## config.mk

```make
export PLATFORM = sky130hd
export DESIGN_NAME = vga_timing_gen_flat
export DESIGN_NICKNAME = d
export VERILOG_FILES = /design/src/rtl/vga_pkg.sv /design/src/rtl/vga_timing_gen_if.sv /design/src/rtl/vga_axis_counter.sv /design/src/rtl/vga_timing_gen.sv /design/src/flat_wrapper.sv
export SDC_FILE = /design/constraint.sdc
export NUM_CORES = 1
export LEC_CHECK = 0
export CORE_ASPECT_RATIO = 0.75
export CORE_MARGIN = 4
export CORE_UTILIZATION = 50
export CTS_CLUSTER_SIZE = 30
export DETAILED_ROUTE_END_ITERATION = 10
export PLACE_DENSITY_LB_ADDON = 0.05
export RECOVER_POWER = 50
export SKIP_CTS_REPAIR_TIMING = 1
export SLEW_MARGIN = 20
export SYNTH_ARGS = -nofsm -noshare
export SYNTH_HDL_FRONTEND = slang
export SYNTH_SLANG_ARGS = --single-unit
```

## constraint.sdc

```tcl
create_clock -name clk -period 3.6 [get_ports clk]
set_clock_uncertainty 0.2 [all_clocks]
set_input_delay 0.36 -clock clk [delete_from_list [all_inputs] [get_ports clk]]
set_output_delay 0.36 -clock clk [all_outputs]
set_load 0.1 [all_outputs]
```

## src/rtl/vga_pkg.sv

```systemverilog
// Shared VGA timing constants, pipeline tag type and the line/frame length helper
// used by the raster generator and its axis counters.
package vga_pkg;

    localparam int ADDR_W = 10;

    // 640x480 @ 60 Hz, 25.175 MHz pixel clock
    localparam int VGA640_H_ACTIVE = 640;
    localparam int VGA640_H_FP     = 16;
    localparam int VGA640_H_SYNC   = 96;
    localparam int VGA640_H_BP     = 48;
    localparam int VGA640_V_ACTIVE = 480;
    localparam int VGA640_V_FP     = 10;
    localparam int VGA640_V_SYNC   = 2;
    localparam int VGA640_V_BP     = 33;

    // 800x600 @ 60 Hz, 40 MHz pixel clock
    localparam int VGA800_H_ACTIVE = 800;
    localparam int VGA800_H_FP     = 40;
    localparam int VGA800_H_SYNC   = 128;
    localparam int VGA800_H_BP     = 88;
    localparam int VGA800_V_ACTIVE = 600;
    localparam int VGA800_V_FP     = 1;
    localparam int VGA800_V_SYNC   = 4;
    localparam int VGA800_V_BP     = 23;

    // Flags that travel alongside a pixel while its framebuffer read is in flight.
    // Sync fields hold "asserted", not the pin level; polarity is applied at the pins.
    typedef struct packed {
        logic hs;
        logic vs;
        logic de;
        logic hit;
        logic frame;
        logic line;
    } vga_tag_t;

    localparam vga_tag_t TAG_BLANK = vga_tag_t'(6'b000000);

    function automatic int seg_total(input int active, input int fp, input int sync, input int bp);
        return active + fp + sync + bp;
    endfunction

endpackage

```

## src/rtl/vga_timing_gen_if.sv

```systemverilog
// Framebuffer read port and video output bundle of the VGA timing generator.
interface vga_timing_gen_if
    import vga_pkg::*;
#(
    parameter int DATA_W = 24
);
    logic [ADDR_W-1:0] x_addr;
    logic [ADDR_W-1:0] y_addr;
    logic              addr_valid;
    logic [DATA_W-1:0] pix_data;
    logic              vga_hs;
    logic              vga_vs;
    logic              vga_de;
    logic [DATA_W-1:0] vga_rgb;
    logic              frame_start;
    logic              line_start;

    modport master (
        output x_addr, y_addr, addr_valid,
        input  pix_data,
        output vga_hs, vga_vs, vga_de, vga_rgb, frame_start, line_start
    );

    modport slave (
        input  x_addr, y_addr, addr_valid,
        output pix_data,
        input  vga_hs, vga_vs, vga_de, vga_rgb, frame_start, line_start
    );
endinterface

```

## src/rtl/vga_axis_counter.sv

```systemverilog
// One raster axis: position counter ordered sync, back porch, active, front porch,
// with region decode and the coordinate relative to the first active position.
module vga_axis_counter
    import vga_pkg::*;
#(
    parameter int ACTIVE = 640,
    parameter int FP     = 16,
    parameter int SYNC   = 96,
    parameter int BP     = 48,
    parameter int CNT_W  = 12
) (
    input  logic             clk,
    input  logic             rst,
    input  logic             en,
    input  logic             step,
    output logic [CNT_W-1:0] cnt,
    output logic             sync,
    output logic             active,
    output logic [CNT_W-1:0] coord,
    output logic             wrap
);
    localparam int TOTAL = seg_total(ACTIVE, FP, SYNC, BP);
    localparam logic [CNT_W-1:0] LAST      = CNT_W'(TOTAL - 1);
    localparam logic [CNT_W-1:0] SYNC_END  = CNT_W'(SYNC);
    localparam logic [CNT_W-1:0] ACT_START = CNT_W'(SYNC + BP);
    localparam logic [CNT_W-1:0] ACT_END   = CNT_W'(SYNC + BP + ACTIVE);

    logic [CNT_W-1:0] cnt_r;

    // Region decode and wrap detection from the current position.
    always_comb begin
        cnt    = cnt_r;
        wrap   = en && step && (cnt_r == LAST);
        sync   = (cnt_r < SYNC_END);
        active = (cnt_r >= ACT_START) && (cnt_r < ACT_END);
        coord  = cnt_r - ACT_START;
    end

    // Position register; held at zero while disabled so a restart begins a fresh frame.
    always_ff @(posedge clk or posedge rst) begin
        if (rst) begin
            cnt_r <= {CNT_W{1'b0}};
        end else if (!en || wrap) begin
            cnt_r <= {CNT_W{1'b0}};
        end else if (step) begin
            cnt_r <= cnt_r + CNT_W'(1);
        end else begin
            cnt_r <= cnt_r;
        end
    end
endmodule

```

## src/rtl/vga_timing_gen.sv

```systemverilog
// VGA raster generator: windowed, pixel-replicated framebuffer viewport with the
// sync/enable tags delayed to match the framebuffer read latency.
module vga_timing_gen
    import vga_pkg::*;
#(
    parameter int H_ACTIVE    = VGA640_H_ACTIVE,
    parameter int H_FP        = VGA640_H_FP,
    parameter int H_SYNC      = VGA640_H_SYNC,
    parameter int H_BP        = VGA640_H_BP,
    parameter int V_ACTIVE    = VGA640_V_ACTIVE,
    parameter int V_FP        = VGA640_V_FP,
    parameter int V_SYNC      = VGA640_V_SYNC,
    parameter int V_BP        = VGA640_V_BP,
    parameter logic HS_POL    = 1'b0,
    parameter logic VS_POL    = 1'b0,
    parameter int DATA_W      = 24,
    parameter int RD_LAT      = 1,
    parameter int VP_X0       = 0,
    parameter int VP_Y0       = 0,
    parameter int VP_W        = 320,
    parameter int VP_H        = 240,
    parameter int SCALE_SHIFT = 1,
    parameter logic [DATA_W-1:0] BG_COLOR = {DATA_W{1'b0}}
) (
    input  logic              clk,
    input  logic              rst,
    input  logic              en,
    vga_timing_gen_if.master  bus
);
    localparam int CNT_W    = 12;
    localparam int VP_W_CLK = VP_W << SCALE_SHIFT;
    localparam int VP_H_CLK = VP_H << SCALE_SHIFT;
    localparam logic [CNT_W-1:0] H_ACT_START = CNT_W'(H_SYNC + H_BP);
    localparam logic [CNT_W-1:0] V_ACT_START = CNT_W'(V_SYNC + V_BP);

    logic [CNT_W-1:0]  h_cnt_s, h_coord_s, v_cnt_s, v_coord_s;
    logic              h_sync_s, h_active_s, h_wrap_s;
    logic              v_sync_s, v_active_s, unused_v_wrap_s;
    int                h_rel_s, v_rel_s;
    logic              hit_s;
    logic [ADDR_W-1:0] x_addr_s, y_addr_s;
    vga_tag_t          tag_s, tag_in_s, tag_out_s;
    logic [DATA_W-1:0] rgb_next_s;
    logic              hs_r, vs_r, de_r, frame_r, line_r;
    logic [DATA_W-1:0] rgb_r;

    vga_axis_counter #(
        .ACTIVE(H_ACTIVE), .FP(H_FP), .SYNC(H_SYNC), .BP(H_BP), .CNT_W(CNT_W)
    ) u_h_cnt (
        .clk(clk), .rst(rst), .en(en), .step(1'b1),
        .cnt(h_cnt_s), .sync(h_sync_s), .active(h_active_s), .coord(h_coord_s), .wrap(h_wrap_s)
    );

    vga_axis_counter #(
        .ACTIVE(V_ACTIVE), .FP(V_FP), .SYNC(V_SYNC), .BP(V_BP), .CNT_W(CNT_W)
    ) u_v_cnt (
        .clk(clk), .rst(rst), .en(en), .step(h_wrap_s),
        .cnt(v_cnt_s), .sync(v_sync_s), .active(v_active_s), .coord(v_coord_s), .wrap(unused_v_wrap_s)
    );

    // Viewport hit and framebuffer address; signed offsets keep the window test exact at any origin.
    always_comb begin
        h_rel_s = int'(h_coord_s) - VP_X0;
        v_rel_s = int'(v_coord_s) - VP_Y0;
        hit_s   = h_active_s && v_active_s &&
                  (h_rel_s >= 0) && (h_rel_s < VP_W_CLK) &&
                  (v_rel_s >= 0) && (v_rel_s < VP_H_CLK);
        if (hit_s) begin
            x_addr_s = ADDR_W'(h_rel_s >>> SCALE_SHIFT);
            y_addr_s = ADDR_W'(v_rel_s >>> SCALE_SHIFT);
        end else begin
            x_addr_s = {ADDR_W{1'b0}};
            y_addr_s = {ADDR_W{1'b0}};
        end
    end

    assign bus.x_addr     = x_addr_s;
    assign bus.y_addr     = y_addr_s;
    assign bus.addr_valid = hit_s;

    // Stage-0 tag from the counters, forced blank while the generator is disabled.
    always_comb begin
        tag_s       = TAG_BLANK;
        tag_s.hs    = h_sync_s;
        tag_s.vs    = v_sync_s;
        tag_s.de    = h_active_s && v_active_s;
        tag_s.hit   = hit_s;
        tag_s.line  = h_active_s && v_active_s && (h_cnt_s == H_ACT_START);
        tag_s.frame = h_active_s && v_active_s && (h_cnt_s == H_ACT_START) && (v_cnt_s == V_ACT_START);
        if (en) begin
            tag_in_s = tag_s;
        end else begin
            tag_in_s = TAG_BLANK;
        end
    end

    if (RD_LAT == 0) begin : g_no_lat
        assign tag_out_s = tag_in_s;
    end else begin : g_lat
        vga_tag_t pipe_r [RD_LAT];

        // Delay line matching the framebuffer read latency.
        always_ff @(posedge clk or posedge rst) begin
            if (rst) begin
                for (int i = 0; i < RD_LAT; i++) begin
                    pipe_r[i] <= TAG_BLANK;
                end
            end else begin
                pipe_r[0] <= tag_in_s;
                for (int i = 1; i < RD_LAT; i++) begin
                    pipe_r[i] <= pipe_r[i-1];
                end
            end
        end

        assign tag_out_s = pipe_r[RD_LAT-1];
    end

    // Pixel source select for the tag leaving the delay line.
    always_comb begin
        if (tag_out_s.hit) begin
            rgb_next_s = bus.pix_data;
        end else if (tag_out_s.de) begin
            rgb_next_s = BG_COLOR;
        end else begin
            rgb_next_s = {DATA_W{1'b0}};
        end
    end

    // Output register driving the DAC pins and the frame/line markers.
    always_ff @(posedge clk or posedge rst) begin
        if (rst) begin
            hs_r    <= ~HS_POL;
            vs_r    <= ~VS_POL;
            de_r    <= 1'b0;
            rgb_r   <= {DATA_W{1'b0}};
            frame_r <= 1'b0;
            line_r  <= 1'b0;
        end else begin
            hs_r    <= tag_out_s.hs ? HS_POL : ~HS_POL;
            vs_r    <= tag_out_s.vs ? VS_POL : ~VS_POL;
            de_r    <= tag_out_s.de;
            rgb_r   <= rgb_next_s;
            frame_r <= tag_out_s.frame;
            line_r  <= tag_out_s.line;
        end
    end

    assign bus.vga_hs      = hs_r;
    assign bus.vga_vs      = vs_r;
    assign bus.vga_de      = de_r;
    assign bus.vga_rgb     = rgb_r;
    assign bus.frame_start = frame_r;
    assign bus.line_start  = line_r;
endmodule

```

## src/flat_wrapper.sv

```systemverilog
// flat-port wrapper written by rule: the top's interface ports become plain ports
module vga_timing_gen_flat import vga_pkg::*;
#(
    parameter int H_ACTIVE    = VGA640_H_ACTIVE,
    parameter int H_FP        = VGA640_H_FP,
    parameter int H_SYNC      = VGA640_H_SYNC,
    parameter int H_BP        = VGA640_H_BP,
    parameter int V_ACTIVE    = VGA640_V_ACTIVE,
    parameter int V_FP        = VGA640_V_FP,
    parameter int V_SYNC      = VGA640_V_SYNC,
    parameter int V_BP        = VGA640_V_BP,
    parameter logic HS_POL    = 1'b0,
    parameter logic VS_POL    = 1'b0,
    parameter int DATA_W      = 24,
    parameter int RD_LAT      = 1,
    parameter int VP_X0       = 0,
    parameter int VP_Y0       = 0,
    parameter int VP_W        = 320,
    parameter int VP_H        = 240,
    parameter int SCALE_SHIFT = 1,
    parameter logic [DATA_W-1:0] BG_COLOR = {DATA_W{1'b0}}
)
  (clk, rst, en, bus_x_addr, bus_y_addr, bus_addr_valid, bus_pix_data, bus_vga_hs, bus_vga_vs, bus_vga_de, bus_vga_rgb, bus_frame_start, bus_line_start);
  vga_timing_gen_if #(.DATA_W(DATA_W)) bus_i ();
  input  logic clk;
  input  logic rst;
  input  logic en;
  output wire logic [$bits(bus_i.x_addr)-1:0] bus_x_addr;
  output wire logic [$bits(bus_i.y_addr)-1:0] bus_y_addr;
  output wire logic [$bits(bus_i.addr_valid)-1:0] bus_addr_valid;
  input wire logic [$bits(bus_i.pix_data)-1:0] bus_pix_data;
  output wire logic [$bits(bus_i.vga_hs)-1:0] bus_vga_hs;
  output wire logic [$bits(bus_i.vga_vs)-1:0] bus_vga_vs;
  output wire logic [$bits(bus_i.vga_de)-1:0] bus_vga_de;
  output wire logic [$bits(bus_i.vga_rgb)-1:0] bus_vga_rgb;
  output wire logic [$bits(bus_i.frame_start)-1:0] bus_frame_start;
  output wire logic [$bits(bus_i.line_start)-1:0] bus_line_start;
  assign bus_x_addr = bus_i.x_addr;
  assign bus_y_addr = bus_i.y_addr;
  assign bus_addr_valid = bus_i.addr_valid;
  assign bus_i.pix_data = bus_pix_data;
  assign bus_vga_hs = bus_i.vga_hs;
  assign bus_vga_vs = bus_i.vga_vs;
  assign bus_vga_de = bus_i.vga_de;
  assign bus_vga_rgb = bus_i.vga_rgb;
  assign bus_frame_start = bus_i.frame_start;
  assign bus_line_start = bus_i.line_start;
  vga_timing_gen #(.H_ACTIVE(H_ACTIVE), .H_FP(H_FP), .H_SYNC(H_SYNC), .H_BP(H_BP), .V_ACTIVE(V_ACTIVE), .V_FP(V_FP), .V_SYNC(V_SYNC), .V_BP(V_BP), .HS_POL(HS_POL), .VS_POL(VS_POL), .DATA_W(DATA_W), .RD_LAT(RD_LAT), .VP_X0(VP_X0), .VP_Y0(VP_Y0), .VP_W(VP_W), .VP_H(VP_H), .SCALE_SHIFT(SCALE_SHIFT), .BG_COLOR(BG_COLOR)) u_core (.clk(clk), .rst(rst), .en(en), .bus(bus_i));
endmodule
```

==> out/qor.csv <==
stage,metric,value,unit
synthesis,Cell variety after synth,58,
power,maximum vdd ir drop,0.183,mV
grt,initial antenna violation count,0,
synthesis,"EDFF count, synth",0,
worst_hold_path,hold_sp,u_core.g_lat.pipe_r[4]$_DFF_PP0_,
detailed_routing,met2 wire len,3360,um
synthesis,synth warn,0,
detailed_routing,Max Used Layer,met4,
finish,Layout Utilization,74.6,%
placement,Port-buffer cells,73,
setup_path,flop2flop setup slack,1.05,ns
synthesis,Mapped Avg Cell Area,10.2,um^2
detailed_routing,Met3 Routed Length,648,um
outcome,status,finished clean,
detailed_routing,Avg WL per Cell,16.5,um
cts,clk buf depth,2,
placement,dpl hpwl,5520,um
placement,placed cells,445,
setup_path,critical path's top delay family,simple AND/OR/NAND/NOR gates,
setup_path,Reg2Reg Depth,7,
finish,layout cells sized above 1,21.0,%
grt,largest net degree at the start of global routing,41,
placement,dpl cell area,4190,um^2
detailed_routing,post-route ant nets,0,
floorplanning,# rows,24,
detailed_routing,M1 wire length,3570,um
floorplanning,Core Area,6010,um^2
setup_path,CP Launch Type,register,
timing,worst slew pin tran,0.996,ns
synthesis,top-count cell post-synth,dfrtp_1,
floorplanning,DIE WIDTH,100,um
setup_path,CP Data Required Time,3.04,ns
finish,# fillers,423,
finish,final instance count without filler cells,464,
timing,setup violators final,0,
setup_path,Worst Path Arrival,2.91,ns
finish,ant diodes,0,
floorplanning,DIE HEIGHT,77.1,um
setup_path,Crit Path Category,register to output pin,
cts,Clock transition at path regs,0.07,ns
detailed_routing,DRT iter0 DRCs,211,
setup_path,CP endpoint kind,output pin,
timing,max_slew headroom,33.4,%
grt,grt ovf,0,
synthesis,Synth area leaders,"dfrtp_1 45%, and2_1 5.3%, nor4_2 3.9%",
setup_path,Crit-path slowest cell,or4_4,
synthesis,most frequent cells after synthesis,"57 x dfrtp_1, 27 x and2_1, 17 x nand2_1",
grt,first-pass GRT wire length,13000,um
detailed_routing,DR pass1 iterations,5,
synthesis,Synth Flop Type,dfrtp_1,
setup_path,WP depth,8,
placement,Placer Congestion,0.965,
floorplanning,DIE AREA,7730,um^2
cts,clock buffer count from CTS,9,
finish,Final nets,415,
timing,final period utilization,96.3,%
finish,area grow syn2layout,40.7,%
cts,clock sinks,59,
cts,H-tree depth,3,
synthesis,Synth Register Bits,59,
setup_path,CP bufs+invs,2,
worst_hold_path,Hold Path Class,register to register,
synthesis,Gate Count Post-Synth,311,
setup_path,crit-path cells,ha_2 -> or4_4 -> mux2i_1 -> o22a_2 -> nor2_4 -> buf_4 -> a2111oi_4 -> buf_12,
cts,Clock Latency Late Sink,0.33,ns
floorplanning,Initial Util,53.0,%
timing,f_max,289,MHz
placement,pre-CTS setup slack,0.342,ns
detailed_routing,detailed-route via count,2622,
power,Power Density,319,nW/um^2
synthesis,sequential element share of the synthesized area,46.4,%
power,P_leak,0.00182,uW
detailed_routing,Total Wirelength,7680,um
finish,Sequential Area,1480,um^2
detailed_routing,vias per cell,5.65,
setup_path,Max stage delay on crit path,0.60,ns
synthesis,Async SR Flop Fraction,100,%
finish,Final Instance Area,4480,um^2
synthesis,Synth area leader,dfrtp_1,
timing,setup tns final,0,ns
timing,Pins Over Slew Limit,0,
timing,Final Hold Fails,0,
setup_path,worst reg2reg path startpoint,u_core.u_v_cnt.cnt[1]$_DFFE_PP0P_,
finish,Multi-input gate area,1630,um^2
detailed_routing,# DRC,0,
cts,CTS tree,yes,
job,Max Cap Viol,0,
grt,All-Layer GR Usage,21.2,%
timing,setup ws final,0.134,ns
synthesis,Synth top area share,44.8,%
grt,vias in the first global route,2512,
floorplanning,Ports,77,
setup_path,CP max FO,10,
synthesis,synthesized area,3190,um^2
setup_path,worst r2r dst,u_core.g_lat.pipe_r[2]$_DFF_PP0_,
worst_hold_path,Hold Path Sink,u_core.bus.vga_vs$_DFF_PP1_,
timing,Tmin final,3.47,ns
cts,CTS root buf,clkbuf_8,
worst_hold_path,hold depth,1,
## registers in the layout (all words and copies together), names as in the netlist
name,flops
u_core.bus.vga_rgb,24
u_core.bus.vga_vs,1
u_core.g_lat.pipe_r,6
u_core.bus.vga_de,1
u_core.bus.frame_start,1
u_core.bus.vga_hs,1
u_core.u_v_cnt.cnt,12
u_core.bus.line_start,1
u_core.u_h_cnt.cnt,12
## worst max path at each step
stage	slack [ns]	endpoint	from
floorplan	-0.54	bus_x_addr[0]	u_core.u_v_cnt.cnt[0]$_DFFE_PP0P_
global placement	0.48	bus_y_addr[1]	u_core.u_v_cnt.cnt[0]$_DFFE_PP0P_
detailed placement	0.34	bus_y_addr[5]	u_core.u_h_cnt.cnt[4]$_DFF_PP0_
CTS	-0.03	bus_y_addr[1]	u_core.u_h_cnt.cnt[4]$_DFF_PP0_
global route	-0.007	bus_x_addr[1]	u_core.u_h_cnt.cnt[5]$_DFF_PP0_
finish	0.13	bus_y_addr[3]	u_core.u_v_cnt.cnt[1]$_DFFE_PP0P_
## cell type report
cell class / count / share of cell area [%]
clock buffer: 9 / 2.76
clock inverter: 7 / 2.23
inverter: 15 / 1.26
multi-input combinational: 213 / 36.3
sequential: 59 / 33.0
tap: 78 / 2.18
timing repair buffer: 83 / 22.2
## where the power goes
part	switching (uW)	internal [uW]
sequential	3.28	669
clock	272	394
combinational	56.1	35.3
## cells by family (layout without fill, tap and decap cells)
| family | after synthesis | count (layout) | synth area share (%) |
|---|---|---|---|
| compound gates | 52 | 52 | 12.1 |
| xor+xnor | 19 | 19 | 5.22 |
| fa+ha+maj | 7 | 7 | 2.75 |
| buf+inv | 41 | 114 | 6.91 |
| flops | 59 | 59 | 46.4 |
| mux | 1 | 1 | 0.314 |
| other cells | 1 | 3 | 0.118 |
| simple gates | 131 | 131 | 26.2 |
## layout by cell type (no fill, tap or decap), drive strengths merged, types with 3 or more instances in the layout
master         instances
nor4b                  3
nor3                   8
nor4                  19
nand2                 18
and2                  28
and3                   4
ha                     7
clkdlybuf4s50         53
or3                    7
conb                   3
xor2                   5
clkbuf                10
dfrtp                 57
o21ai                 18
xnor2                 14
clkinv                 4
or4                    3
nand3                  9
nor2                  16
buf                   27
a31oi                  3
nor2b                  3
nand4                  4
a21oi                  7
o31ai                  7
o211ai                 3
inv                   16
nand2b                 5
## routing by layer
| layer | global-route usage, % | vias to the layer above |
|---|---|---|
| met3 | 7.25 | 11 |
| li1 | - | 1227 |
| met2 | 29.3 | 120 |
| met4 | 5.38 | 0 |
| met5 | 0 | - |
| met1 | 31.4 | 1264 |
## through the flow
| step | hold slack, ns | power (uW) |
|---|---|---|
| floorplan | 0.131 | 736 |
| global placement | 0.134 | 776 |
| detailed placement | 0.136 | 777 |
| CTS | 0.121 | 1440 |
| global route | 0.153 | 1490 |
| finish | 0.147 | 1430 |
Note: power is estimated with default switching activity, not from simulation.
